==> config.mk <==
export PLATFORM = sky130hd
export DESIGN_NAME = mesi_isc_cbus_snoop
export DESIGN_NICKNAME = d
export VERILOG_FILES = /design/src/rtl/mesi_isc_pkg.sv /design/src/rtl/mesi_isc_line_table.sv /design/src/rtl/mesi_isc_cbus_snoop.sv
export SDC_FILE = /design/constraint.sdc
export NUM_CORES = 1
export LEC_CHECK = 0
export CORE_ASPECT_RATIO = 0.8
export CORE_MARGIN = 5
export CORE_UTILIZATION = 40
export CTS_CLUSTER_DIAMETER = 50
export DETAILED_ROUTE_END_ITERATION = 16
export MAX_ROUTING_LAYER = met4
export PLACE_DENSITY_LB_ADDON = 0.2
export SETUP_SLACK_MARGIN = 0.05
export SLEW_MARGIN = 20
export SYNTH_ARGS = -nofsm -noshare
export SYNTH_HDL_FRONTEND = slang
export SYNTH_SLANG_ARGS = --single-unit
==> constraint.sdc <==
create_clock -name clk -period 5.69 [get_ports clk]
set_input_delay 0.8535 -clock clk [delete_from_list [all_inputs] [get_ports clk]]
set_output_delay 0.8535 -clock clk [all_outputs]
set_load 0.01 [all_outputs]
==> src/rtl/mesi_isc_pkg.sv <==
// Shared definitions for the coherence-bus snoop agent.
//   - coherence-bus command codes (3-bit; codes 5-7 decode as NOP)
//   - MESI line-state encodings (2-bit)
//   - snoop FSM state type
package mesi_isc_pkg;

  localparam logic [2:0] CMD_NOP      = 3'd0;
  localparam logic [2:0] CMD_WR_SNOOP = 3'd1;
  localparam logic [2:0] CMD_RD_SNOOP = 3'd2;
  localparam logic [2:0] CMD_EN_WR    = 3'd3;
  localparam logic [2:0] CMD_EN_RD    = 3'd4;

  localparam logic [1:0] MESI_I = 2'd0;
  localparam logic [1:0] MESI_S = 2'd1;
  localparam logic [1:0] MESI_E = 2'd2;
  localparam logic [1:0] MESI_M = 2'd3;

  typedef enum logic [1:0] {
    ST_IDLE   = 2'd0,
    ST_LOOKUP = 2'd1,
    ST_WB     = 2'd2,
    ST_ACK    = 2'd3
  } snoop_st_e;

endpackage

==> src/rtl/mesi_isc_line_table.sv <==
// Direct-mapped tag/state array for the snoop agent.
//   clk, rst_n             : clock, async active-low reset (clears to tag 0 / I)
//   i_rd_idx               : combinational read index
//   o_rd_tag, o_rd_state   : read data
//   i_wr_en, i_wr_idx,
//   i_wr_tag, i_wr_state   : single synchronous write port
module mesi_isc_line_table #(
  parameter int LINES_LOG2 = 2,
  parameter int TAG_W      = 28
) (
  input  logic                  clk,
  input  logic                  rst_n,
  input  logic [LINES_LOG2-1:0] i_rd_idx,
  output logic [TAG_W-1:0]      o_rd_tag,
  output logic [1:0]            o_rd_state,
  input  logic                  i_wr_en,
  input  logic [LINES_LOG2-1:0] i_wr_idx,
  input  logic [TAG_W-1:0]      i_wr_tag,
  input  logic [1:0]            i_wr_state
);
  localparam int LINES = 1 << LINES_LOG2;

  logic [LINES-1:0][TAG_W-1:0] r_tag;
  logic [LINES-1:0][1:0]       r_state;

  always_ff @(posedge clk or negedge rst_n) begin
    if (!rst_n) begin
      r_tag   <= '0;
      r_state <= '0;
    end else if (i_wr_en) begin
      r_tag[i_wr_idx]   <= i_wr_tag;
      r_state[i_wr_idx] <= i_wr_state;
    end
  end

  assign o_rd_tag   = r_tag[i_rd_idx];
  assign o_rd_state = r_state[i_rd_idx];

endmodule

==> src/rtl/mesi_isc_cbus_snoop.sv <==
// Per-CPU coherence-bus snoop agent. Accepts one command at a time from the
// broadcast unit, looks it up in the local line table, requests a writeback
// for dirty hits, updates line state, and closes a four-phase ack handshake.
//   clk, rst                   : clock, async active-low reset
//   cbus_cmd_i, cbus_addr_i    : command slice + address from broadcast unit
//   cbus_ack_o                 : ack, held until command returns to NOP
//   fill_valid_i/addr/state    : local line install, accepted when fill_ready_o
//   wb_req_o, wb_addr_o        : writeback request, held until wb_done_i
//   en_rd_o, en_wr_o           : one-cycle grant pulses to the local CPU
module mesi_isc_cbus_snoop
  import mesi_isc_pkg::*;
#(
  parameter int CBUS_CMD_WIDTH = 3,
  parameter int ADDR_WIDTH     = 32,
  parameter int LINES_LOG2     = 2
) (
  input  logic                      clk,
  input  logic                      rst,
  input  logic [CBUS_CMD_WIDTH-1:0] cbus_cmd_i,
  input  logic [ADDR_WIDTH-1:0]     cbus_addr_i,
  output logic                      cbus_ack_o,
  input  logic                      fill_valid_i,
  input  logic [ADDR_WIDTH-1:0]     fill_addr_i,
  input  logic [1:0]                fill_state_i,
  output logic                      fill_ready_o,
  output logic                      wb_req_o,
  output logic [ADDR_WIDTH-1:0]     wb_addr_o,
  input  logic                      wb_done_i,
  output logic                      en_rd_o,
  output logic                      en_wr_o
);
  localparam int TAG_W = ADDR_WIDTH - LINES_LOG2 - 2;

  // Assert asynchronously, release two clocks later, synchronised to clk.
  logic [1:0] r_rst_sync;
  logic       w_rst_n;

  always_ff @(posedge clk or negedge rst) begin
    if (!rst) r_rst_sync <= '0;
    else      r_rst_sync <= {r_rst_sync[0], 1'b1};
  end
  assign w_rst_n = r_rst_sync[1];

  snoop_st_e                 r_state, w_state_nxt;
  logic [2:0]                r_cmd;
  logic [ADDR_WIDTH-1:0]     r_addr;
  logic [2:0]                w_cmd;
  logic                      w_cmd_valid;
  logic [TAG_W-1:0]          w_rd_tag;
  logic [1:0]                w_rd_state;
  logic                      w_hit;
  logic                      w_we;
  logic [LINES_LOG2-1:0]     w_wr_idx;
  logic [TAG_W-1:0]          w_wr_tag;
  logic [1:0]                w_wr_state;
  logic                      w_unused_fill_lsb;

  assign w_unused_fill_lsb = ^fill_addr_i[1:0];

  // Only codes 1-4 are real commands; anything else (including codes that
  // would appear with a wider command field) reads as NOP.
  always_comb begin
    w_cmd = CMD_NOP;
    for (int c = 1; c <= 4; c++)
      if (cbus_cmd_i == CBUS_CMD_WIDTH'(c)) w_cmd = 3'(c);
  end
  assign w_cmd_valid = (w_cmd != CMD_NOP);

  always_ff @(posedge clk or negedge w_rst_n) begin
    if (!w_rst_n) begin
      r_state <= ST_IDLE;
      r_cmd   <= CMD_NOP;
      r_addr  <= '0;
    end else begin
      r_state <= w_state_nxt;
      if (r_state == ST_IDLE && w_cmd_valid) begin
        r_cmd  <= w_cmd;
        r_addr <= cbus_addr_i;
      end
    end
  end

  mesi_isc_line_table #(.LINES_LOG2(LINES_LOG2), .TAG_W(TAG_W)) u_tbl (
    .clk        (clk),
    .rst_n      (w_rst_n),
    .i_rd_idx   (r_addr[LINES_LOG2+1:2]),
    .o_rd_tag   (w_rd_tag),
    .o_rd_state (w_rd_state),
    .i_wr_en    (w_we),
    .i_wr_idx   (w_wr_idx),
    .i_wr_tag   (w_wr_tag),
    .i_wr_state (w_wr_state)
  );

  assign w_hit = (w_rd_state != MESI_I) && (w_rd_tag == r_addr[ADDR_WIDTH-1:LINES_LOG2+2]);

  // Fills only slip in when no command is pending, so a command arriving in
  // the same cycle always wins.
  assign fill_ready_o = w_rst_n && (r_state == ST_IDLE) && !w_cmd_valid;

  always_comb begin
    w_state_nxt = r_state;
    w_we        = 1'b0;
    w_wr_idx    = r_addr[LINES_LOG2+1:2];
    w_wr_tag    = r_addr[ADDR_WIDTH-1:LINES_LOG2+2];
    w_wr_state  = MESI_I;
    en_rd_o     = 1'b0;
    en_wr_o     = 1'b0;
    case (r_state)
      ST_IDLE: begin
        if (w_cmd_valid) begin
          w_state_nxt = ST_LOOKUP;
        end else if (fill_valid_i && fill_ready_o) begin
          w_we       = 1'b1;
          w_wr_idx   = fill_addr_i[LINES_LOG2+1:2];
          w_wr_tag   = fill_addr_i[ADDR_WIDTH-1:LINES_LOG2+2];
          w_wr_state = fill_state_i;
        end
      end
      ST_LOOKUP: begin
        w_state_nxt = ST_ACK;
        case (r_cmd)
          CMD_WR_SNOOP: begin
            if (w_hit && w_rd_state == MESI_M) w_state_nxt = ST_WB;
            else if (w_hit) begin
              w_we       = 1'b1;
              w_wr_state = MESI_I;
            end
          end
          CMD_RD_SNOOP: begin
            if (w_hit && w_rd_state == MESI_M) w_state_nxt = ST_WB;
            else if (w_hit && w_rd_state == MESI_E) begin
              w_we       = 1'b1;
              w_wr_state = MESI_S;
            end
          end
          CMD_EN_RD: en_rd_o = 1'b1;
          CMD_EN_WR: en_wr_o = 1'b1;
          default: ;
        endcase
      end
      ST_WB: begin
        if (wb_done_i) begin
          w_we        = 1'b1;
          w_wr_state  = (r_cmd == CMD_RD_SNOOP) ? MESI_S : MESI_I;
          w_state_nxt = ST_ACK;
        end
      end
      ST_ACK: begin
        if (!w_cmd_valid) w_state_nxt = ST_IDLE;
      end
      default: w_state_nxt = ST_IDLE;
    endcase
  end

  assign cbus_ack_o = (r_state == ST_ACK);
  assign wb_req_o   = (r_state == ST_WB);
  assign wb_addr_o  = wb_req_o ? r_addr : '0;

endmodule
* After elaboration in Yosys (flattened, before gate mapping)
Cells that the tools add are included.
Storage, ports and cells: logic and storage cells 94, input port bits 73, bits in registers 159, output and inout bits 37
Operators by class: equality and inequality tests 17, multiplexer cells 48, $lt $le $gt $ge 3, reductions and logical operators 14
Operator list (count):
- 28-bit two-way mux | 5
- 112-bit bitwise mux | 1
- 28-bit binary-select mux with 2-bit select | 1
- 28-bit demux with 2-bit select | 1
- 32-bit two-way mux | 1
- 28-bit == test | 1
- 2-bit two-way mux | 10
- 1-bit two-way mux | 19
- 3-bit by 2-bit == test with 1-bit output (second input constant) | 4
- 3-bit two-way mux | 3
- 8-bit bitwise mux | 1
- 2-bit == test (second input constant) | 4
- 1-bit logical AND | 8
- 2-bit case mux with 4 select lines | 1
- 3-bit by 1-bit == test with 1-bit output (second input constant) | 2
- 3-bit == test (second input constant) | 2
- 2-bit by 3-bit less-than comparator with 1-bit output (second input constant) | 2
- 2-bit case mux with 3 select lines | 1
- 2-bit binary-select mux with 2-bit select | 1
- 2-bit demux with 2-bit select | 1
- 2-bit != test (second input constant) | 2
- 1-bit case mux with 3 select lines | 1
- 3-bit AND reduction | 1
- 3-bit nonzero test | 1
- other kinds (8) | 8

* Longest topological paths before layout
Gate-level depths: netlist (run 1).
word-level depth 17, gate-level depth with buffers 10, depth with buffers taken out 7

* Modules after synthesis
Synthesis (run 1) repeated with hierarchy kept, for this count alone.
Second synthesis, totals: cells, all modules 531, area, all modules 7957.6 µm²
Modules (own cells, without submodules):
- mesi_isc_line_table | sequential area each 3002.9 µm², instances 1, area an instance 5163.7 µm², cells each 292
- mesi_isc_cbus_snoop | sequential area each 975.9 µm², instances 1, area an instance 2793.9 µm², cells each 239

* Least setup slack after synthesis (run 1)
OpenSTA, ideal clock, no wires.
path type reg-to-reg, start point register r_rst_sync[1], end point register u_tbl.r_state[4] (netlist bit), library setup time 0.128 ns, required time 5.562 ns, clock period less this slack 6.194 ns, arrival time 6.067 ns, path buffers 1, path slack -0.504 ns, cell stages (with the launch flop) 6, cells stage by stage dfrtp_1 -> nand4_1 -> mux2i_1 -> nor4b_2 -> buf_4 -> mux2_1
On the way: cells in the longest elaborated chain, start to end 11, elaborated cells on any way between the ends 18, those cells by class order compare (2); mux (12); reduce/logical (4)
RTL lines:
- start, declared | RTL line mesi_isc_cbus_snoop.sv:35 | logic [1:0] r_rst_sync;
- start signal, assigned | RTL line mesi_isc_cbus_snoop.sv:40 | else r_rst_sync <= {r_rst_sync[0], 1'b1};
- 1-bit logical AND (*) (2 in series) | RTL line mesi_isc_cbus_snoop.sv:99 | assign fill_ready_o = w_rst_n && (r_state == ST_IDLE) && !w_cmd_valid;
- 1-bit logical AND (*) | RTL line mesi_isc_cbus_snoop.sv:113 | end else if (fill_valid_i && fill_ready_o) begin
- 2-bit two-way mux | RTL line mesi_isc_cbus_snoop.sv:113
- 2-bit two-way mux | RTL line mesi_isc_cbus_snoop.sv:111 | if (w_cmd_valid) begin
- 2-bit two-way mux | RTL line mesi_isc_cbus_snoop.sv:109 | case (r_state)
- 2-bit by 3-bit less-than comparator with 1-bit output (not written as such) / 2-bit by 1-bit >= comparator with 1-bit output (equally long branches) | RTL line mesi_isc_line_table.sv:32 | r_state[i_wr_idx] <= i_wr_state;
- 1-bit logical AND (not written as such) | RTL line mesi_isc_line_table.sv:32
- 2-bit two-way mux (not written as such) | RTL line mesi_isc_line_table.sv:32
- 2-bit demux with 2-bit select
- 8-bit bitwise mux | RTL line mesi_isc_line_table.sv:32
- end signal, assigned by index | RTL line mesi_isc_line_table.sv:32
- end, declared | RTL line mesi_isc_line_table.sv:24 | logic [LINES-1:0][1:0] r_state;
Every way passes the cells marked *; elsewhere a longest branch is shown, timed or not. A chain may end at the register's enable or synchronous reset.

* Worst setup path in the final report (run 1)
start point register r_addr[2], end point register u_tbl.r_tag[83] (netlist bit)
On the way: cells in the longest elaborated chain, start to end 9, elaborated cells on any way between the ends 26, those cells by class order compare (2); eq/ne (3); mux (16); reduce/logical (5)
RTL lines:
- start, declared | RTL line mesi_isc_cbus_snoop.sv:46 | logic [ADDR_WIDTH-1:0] r_addr;
- start signal, assigned | RTL line mesi_isc_cbus_snoop.sv:78 | r_addr <= cbus_addr_i;
- 28-bit binary-select mux with 2-bit select / 2-bit binary-select mux with 2-bit select (equally long branches) | RTL line mesi_isc_line_table.sv:36, mesi_isc_line_table.sv:37
- 28-bit two-way mux (not written as such) / 2-bit two-way mux (equally long branches) | RTL line mesi_isc_line_table.sv:36, mesi_isc_line_table.sv:37
- 28-bit == test / 2-bit nonzero test (equally long branches) | RTL line mesi_isc_cbus_snoop.sv:95 | assign w_hit = (w_rd_state != MESI_I) && (w_rd_tag == r_addr[ADDR_WIDTH-1:LINES_LOG2+2]);
- 1-bit logical AND | RTL line mesi_isc_cbus_snoop.sv:95
- 1-bit logical AND | RTL line mesi_isc_cbus_snoop.sv:132 | else if (w_hit && w_rd_state == MESI_E) begin
- 1-bit two-way mux | RTL line mesi_isc_cbus_snoop.sv:132
- 1-bit two-way mux | RTL line mesi_isc_cbus_snoop.sv:131 | if (w_hit && w_rd_state == MESI_M) w_state_nxt = ST_WB;
- 1-bit case mux with 2 select lines | RTL line mesi_isc_cbus_snoop.sv:122 | case (r_cmd)
- 1-bit case mux with 3 select lines | RTL line mesi_isc_cbus_snoop.sv:109
- end signal, assigned by index | RTL line mesi_isc_line_table.sv:31 | r_tag[i_wr_idx] <= i_wr_tag;
- end, declared | RTL line mesi_isc_line_table.sv:23 | logic [LINES-1:0][TAG_W-1:0] r_tag;
Several ways; a longest one is shown, not always the timed one. The select of a mux whose other input is x is not followed.

==> qor.yml, run 1 <==
status: "finished, final reports clean"
final-hold-violation-count: 0
initial_utilization_pct: 41.0
post_drt_wl_per_cell_um: 20.2
rows: 45
die_area_mm2: 0.0226
grt_pass1_vias: 5295
worstReg2RegStart: "r_addr[2]"
synthArstFlopShare_pct: 100
clk_pin_slew_worst_paths_ns: 0.07
utilization_pct: 51.2
ctsHoldBuffers: 0
cp_top_family: "buffers and inverters"
finalClockSkew_ns: 0.00783
syn_area_mm2: 0.00788
drive_above_1_share_pct: 34.4
synthSimpleGateAreaFrac_pct: 6.13
grt_use_total_pct: 17.5
synth_enable_flop_cells: 0
antenna_found_initial: 0
ir_drop_uv: 255
cts_resized: 0
cts_setup_buffers: 0
cp_num_buf_inv: 2
gp_congestion: 0.785
ys.flop_type: "dfrtp_1"
slew_violations: 0
min_period_over_period_pct: 76.0
syn_inst: 543
p_leak_nw: 4.19
synth_warnings: 0
synth_compound_area_share_pct: 1.37
fin_nets: 726
clock_path_buffers: 2
drtIter0Drc: 233
worstPathRequired_ns: 5.98
worst_pin_slew_ns: 0.922
synth_cell_type_count: 38
clock-root-buffer: "clkbuf_16"
tritoncts: "built"
synth_top_area_share_pct: 50.5
p_per_area_mw_per_mm2: 536
hp-class: "flip-flop to async pin"
yosysTopAreaCell: "dfrtp_1"
fin_hold_ws_ns: 0.277
dp_cells: 886
p_sw_w: 0.00176
setup_viol: 0
max_stage_delay_ns: 0.79
worstPathMaxFanout: 30
coreArea_mm2: 0.0192
io_buffers: 107
switching_share_pct: 33.4
synth_nets: 622
period_needed_ns: 4.32
intPower_w: 0.00351
pwr-share-comb_pct: 39.9
synthXorXnorAreaFrac_pct: 3.67
vias: 4806
crit_type: "flip-flop to flip-flop"
endpoint_kind: "flip-flop"
max_slew_margin_pct: 38.3
synth_most_common_cell: "dfrtp_1"
cts.sinks: 159
num_antenna_cells: 0
synth_common_cells: "dfrtp_1 (159), mux2_2 (145), mux2_1 (36)"
dpl.hpwl_mm: 11.9
synth_fa_ha_area_share_pct: 0.953
grt_pass1_wl_mm: 30.0
overflow: 0
fmax_ghz: 0.231
drv_cap: 0
insertion_delay_ns: 0.42
path_cells: "buf_4 -> mux4_2 -> xnor2_1 -> nand4_1 -> nor4_4 -> a41oi_2 -> nor4b_4 -> buf_4 -> mux2_1"
cp-startpoint: "r_addr[2]"
syn_area_per_cell_um2: 14.5
wirelength_mm: 18.5
dr.pass1.iters: 4
cpMostUsedCell: "buf_4"
power_frac_clock_pct: 22.4
ioPinCount: 110
rsz0062_at_grt: "no"
drcViolationCount: 0
grt_max_degree: 73
viasPerCell: 5.24
slowest_stage: "dfrtp_2"
seq_power_share_pct: 37.7
start_kind: "flip-flop"
cts_buffers: 17
postRouteAntennaNets: 0
cp.arrival_ns: 4.62
die_x_um: 167
areaGrowthSynthToFinish_pct: 24.8
setup_tns_ns: 0
synth_top_family_by_area: "multiplexers"
yosysSeqAreaShare_pct: 50.5
reg2reg_slack_ns: 1.37
die_h_um: 136
ys_ff_latch: 159
yosys-top-cells-area: "dfrtp_1 (50%), mux2_2 (21%), mux4_2 (8.9%), mux2_1 (5.1%), xnor2_1 (2.8%)"
fin_cells: 918
cts_htree_levels: 4
synthMuxAreaShare_pct: 35.0
## registers in the layout, summed over array words and instances, names as in the netlist
name	flops
r_cmd	3
r_state	2
u_tbl.r_tag	112
r_rst_sync	2
r_addr	32
u_tbl.r_state	8
## kinds of logic after synthesis
logic type,after synthesis
simple gates,77
xor+xnor,33
flops,159
buf+inv,38
compound gates,15
other cells,1
fa+ha+maj,6
mux,214
## metrics by stage
step | power [W] | area, um^2 | setup WS, ns
floorplan | 0.00342 | 7880 | 1.44
global placement | 0.00403 | 9220 | 1.46
detailed placement | 0.00414 | 9220 | 1.33
CTS | 0.00534 | 9840 | 1.31
global route | 0.00559 | 9840 | 1.10
finish | 0.00527 | 9840 | 1.37
## power by group through the flow
stage          clock network [W]  logic (W)  registers [W]
6_report                 0.00118    0.00211        0.00199
5_1_grt                  0.00126    0.00228        0.00206
4_1_cts                  0.00121    0.00214        0.00199
3_5_place_dp                   0    0.00213        0.00201
3_3_place_gp                   0    0.00207        0.00196
2_1_floorplan                  0    0.00158        0.00184
## final cells by class
type                    instances  area (um^2)
fillers                      1605         9360
clock buffers                  18          429
inverters                       6         22.5
well taps                     258          323
clock inverters                14          184
repair buffers                117         1150
multi-input cells             346         3750
flip-flops and latches        159         3980
## per-layer routing
layer	vias to the layer above	wire (um)	global-route usage, %
met5	-	0	-
met4	0	252	4.32
met3	24	551	3.68
li1	2184	-	-
met1	2508	8710	23.1
met2	90	8990	28.1
## layout by cell type, fill, tap and decap left out, drive strengths merged, types with 2 or more instances in the layout
| cell | instances |
|---|---|
| mux2i | 2 |
| xnor2 | 25 |
| ha | 6 |
| bufinv | 3 |
| a21oi | 4 |
| xor2 | 8 |
| clkdlybuf4s50 | 107 |
| and2 | 32 |
| dfrtp | 159 |
| mux2 | 181 |
| nor4 | 3 |
| nor2b | 7 |
| inv | 10 |
| and3 | 2 |
| buf | 10 |
| nor2 | 7 |
| clkinvlp | 6 |
| nand2 | 11 |
| mux4 | 31 |
| clkbuf | 18 |
| o21ai | 4 |
| nand4 | 8 |
| a41oi | 2 |
## path summary, 6_finish.rpt
path                       cells past startpoint               to
setup / recovery                               9  u_tbl.r_tag[83]
hold / removal                                 0        r_addr[6]
setup reg to reg                               9  u_tbl.r_tag[83]
hold reg to reg                                0        r_addr[6]
max in group asynchronous                      2        r_addr[2]
min in group clk                               0    r_rst_sync[1]
No activity file was read; power rests on OpenSTA's default activity.
==> run 2: changes to the inputs <==
==> constraint.sdc (replaced) <==
create_clock -name clk -period 3.7 [get_ports clk]
set_input_delay 0.555 -clock clk [delete_from_list [all_inputs] [get_ports clk]]
set_output_delay 0.555 -clock clk [all_outputs]
set_load 0.01 [all_outputs]
==> qor.yml, run 2 (synthesis results as in run 1) <==
overflow: 0  # unchanged
die_h_um: 136  # unchanged
multi_input_area_mm2: 0.00375  # +0.17%
drcViolationCount: 0  # unchanged
crit_type: "flip-flop to flip-flop"
pwr-share-comb_pct: 40.8  # +0.9 points
setup_viol: 0  # unchanged
io_buffers: 107  # unchanged
clk_pin_slew_worst_paths_ns: 0.07  # about the same
switching_share_pct: 32.3  # -1.1 points
slew_violations: 0  # unchanged
seq_power_share_pct: 36.2  # -1.5 points
seq_area_mm2: 0.00398  # unchanged
layout_commonest_cell: "dfrtp_1"
dpl.hpwl_mm: 12.2  # +2.0%
vias: 4740  # -1.4%
wirelength_mm: 18.2  # -1.8%
mostFrequentLayoutCells: "dfrtp_1 (157), mux2_2 (145), clkdlybuf4s50_1 (107)"
gp_congestion: 0.819  # +4.3%
postRouteAntennaNets: 0  # unchanged
rows: 45  # unchanged
endpoint_kind: "flip-flop"
largest_register: "u_tbl.r_tag"
insertion_delay_ns: 0.42  # about the same
ctsHoldBuffers: 0  # unchanged
cts.sinks: 159  # unchanged
viasPerCell: 5.12  # -2.1%
drtIter0Drc: 201  # -14%
grt_max_degree: 74  # +1.4%
ir_drop_uv: 376  # +47%
power_frac_clock_pct: 23.0  # +0.6 points
cp.arrival_ns: 3.79  # -0.83 ns
max_slew_margin_pct: 38.9  # +0.58 points
initial_utilization_pct: 41.0  # unchanged
start_kind: "flip-flop"
post_drt_wl_per_cell_um: 19.6  # -2.6%
finalClockSkew_ns: 0.0165  # +0.00869 ns
intPower_w: 0.00559  # +59%
areaGrowthSynthToFinish_pct: 26.8
grt_pass1_vias: 5279  # -0.30%
fin_nets: 733  # +0.96%
reg2reg_slack_ns: 0.19  # -1.17 ns
clock-root-buffer: "clkbuf_16"
setup_slack_ns: 0.193  # -1.17 ns
grt_use_total_pct: 17.1  # -0.39 points
cts_setup_buffers: 0  # unchanged
place_ws_ns: 0.176  # -1.16 ns
worstPathRequired_ns: 3.98  # -2.00 ns
clock_path_buffers: 2  # unchanged
rsz0062_at_grt: "no"
die_area_mm2: 0.0226  # unchanged
r2r_end: "u_tbl.r_state[4]"
dr.pass1.iters: 4  # unchanged
num_antenna_cells: 0  # unchanged
setup_tns_ns: 0  # unchanged
fmax_ghz: 0.285  # +23%
antenna_found_initial: 0  # unchanged
p_leak_nw: 4.27  # +1.9%
drive_above_1_share_pct: 35.1  # +0.69 points
coreArea_mm2: 0.0192  # unchanged
final-hold-violation-count: 0  # unchanged
reg_top3: "u_tbl.r_tag (112), r_addr (32), u_tbl.r_state (8)"
cts_resized: 0  # unchanged
cts_buffers: 17  # unchanged
worst_pin_slew_ns: 0.916  # -0.00538 ns
tritoncts: "built"
fillers: 1590  # -0.93%
largest_reg_flops: 112  # unchanged
p_sw_w: 0.00267  # +52%
worstPathMaxFanout: 30  # unchanged
period_needed_ns: 3.51  # -0.817 ns
drv_cap: 0  # unchanged
hp-class: "flip-flop to async pin"
ioPinCount: 110  # unchanged
cts_htree_levels: 4  # unchanged
utilization_pct: 52.0  # +0.81 points
reg2regPathDepth: 9  # unchanged
p_per_area_mw_per_mm2: 827  # +54%
status: "finished, final reports clean"
die_x_um: 167  # unchanged
grt_pass1_wl_mm: 29.3  # -2.4%
worstReg2RegStart: "r_addr[2]"
min_period_over_period_pct: 94.8  # +19 points
run 2: changes by cell type in the layout (fill, tap and decap cells not counted), sizes merged:
cell      delta
clkinvlp     -3
clkbuf       +3
clkinv       +1
inv          -2
buf          +7
bufinv       +1
run 2: final cells by class:
type	instances	area share, %
clock buffer	21	4.71
clock inverter	11	1.78
inverter	6	0.225
multi-input combinational	346	37.6
sequential	159	39.9
tap	258	3.23
timing repair buffer	124	12.6
run 2: worst max-delay path by stage:
| stage | startpoint | slack, ns | depth (start not counted) | endpoint |
|---|---|---|---|---|
| 2_1_floorplan | r_rst_sync[1] | 0.34 | 5 | u_tbl.r_state[4] |
| 3_3_place_gp | r_addr[2] | 0.25 | 9 | u_tbl.r_tag[61] |
| 3_5_place_dp | r_addr[2] | 0.18 | 9 | u_tbl.r_state[4] |
| 4_1_cts | r_addr[2] | 0.16 | 9 | u_tbl.r_state[4] |
| 5_1_grt | r_addr[2] | 0.05 | 9 | u_tbl.r_state[4] |
| 6_report | r_addr[2] | 0.19 | 9 | u_tbl.r_state[4] |
run 2: metal layers:
metal	vias up	track usage (%)	wire length, um
met5	-	-	0
met4	0	2.32	43
met3	4	4.17	549
met2	96	26.7	8730
met1	2454	23.6	8840
li1	2186	-	-
run 2: per-stage QoR:
stage / power [W] / cell area (um^2) / std cells / hold slack (ns)
after floorplan: 0.00526 / 7890 / 543 / 0.259
after global placement: 0.00626 / 9330 / 893 / 0.220
after detailed placement: 0.00642 / 9330 / 893 / 0.222
after CTS: 0.00836 / 9980 / 925 / 0.225
after global routing: 0.00877 / 9990 / 925 / 0.243
final: 0.00827 / 9990 / 925 / 0.219
run 2: power groups by stage:
stage,logic [W],registers (W),clock network [W]
4_1_cts,0.00341,0.00300,0.00195
5_1_grt,0.00365,0.00309,0.00203
3_5_place_dp,0.00340,0.00303,0
2_1_floorplan,0.00243,0.00283,0
6_report,0.00337,0.00299,0.00190
3_3_place_gp,0.00330,0.00296,0
run 2: critical path, cell delays in order (launching register included):
cell,delay [ns]
dfrtp_2,0.40
buf_12,0.22
mux4_2,0.53
xnor2_1,0.40
nand4_1,0.17
nor2_1,0.40
a41oi_4,0.28
nor4b_4,0.32
buf_12,0.28
mux2_1,0.36
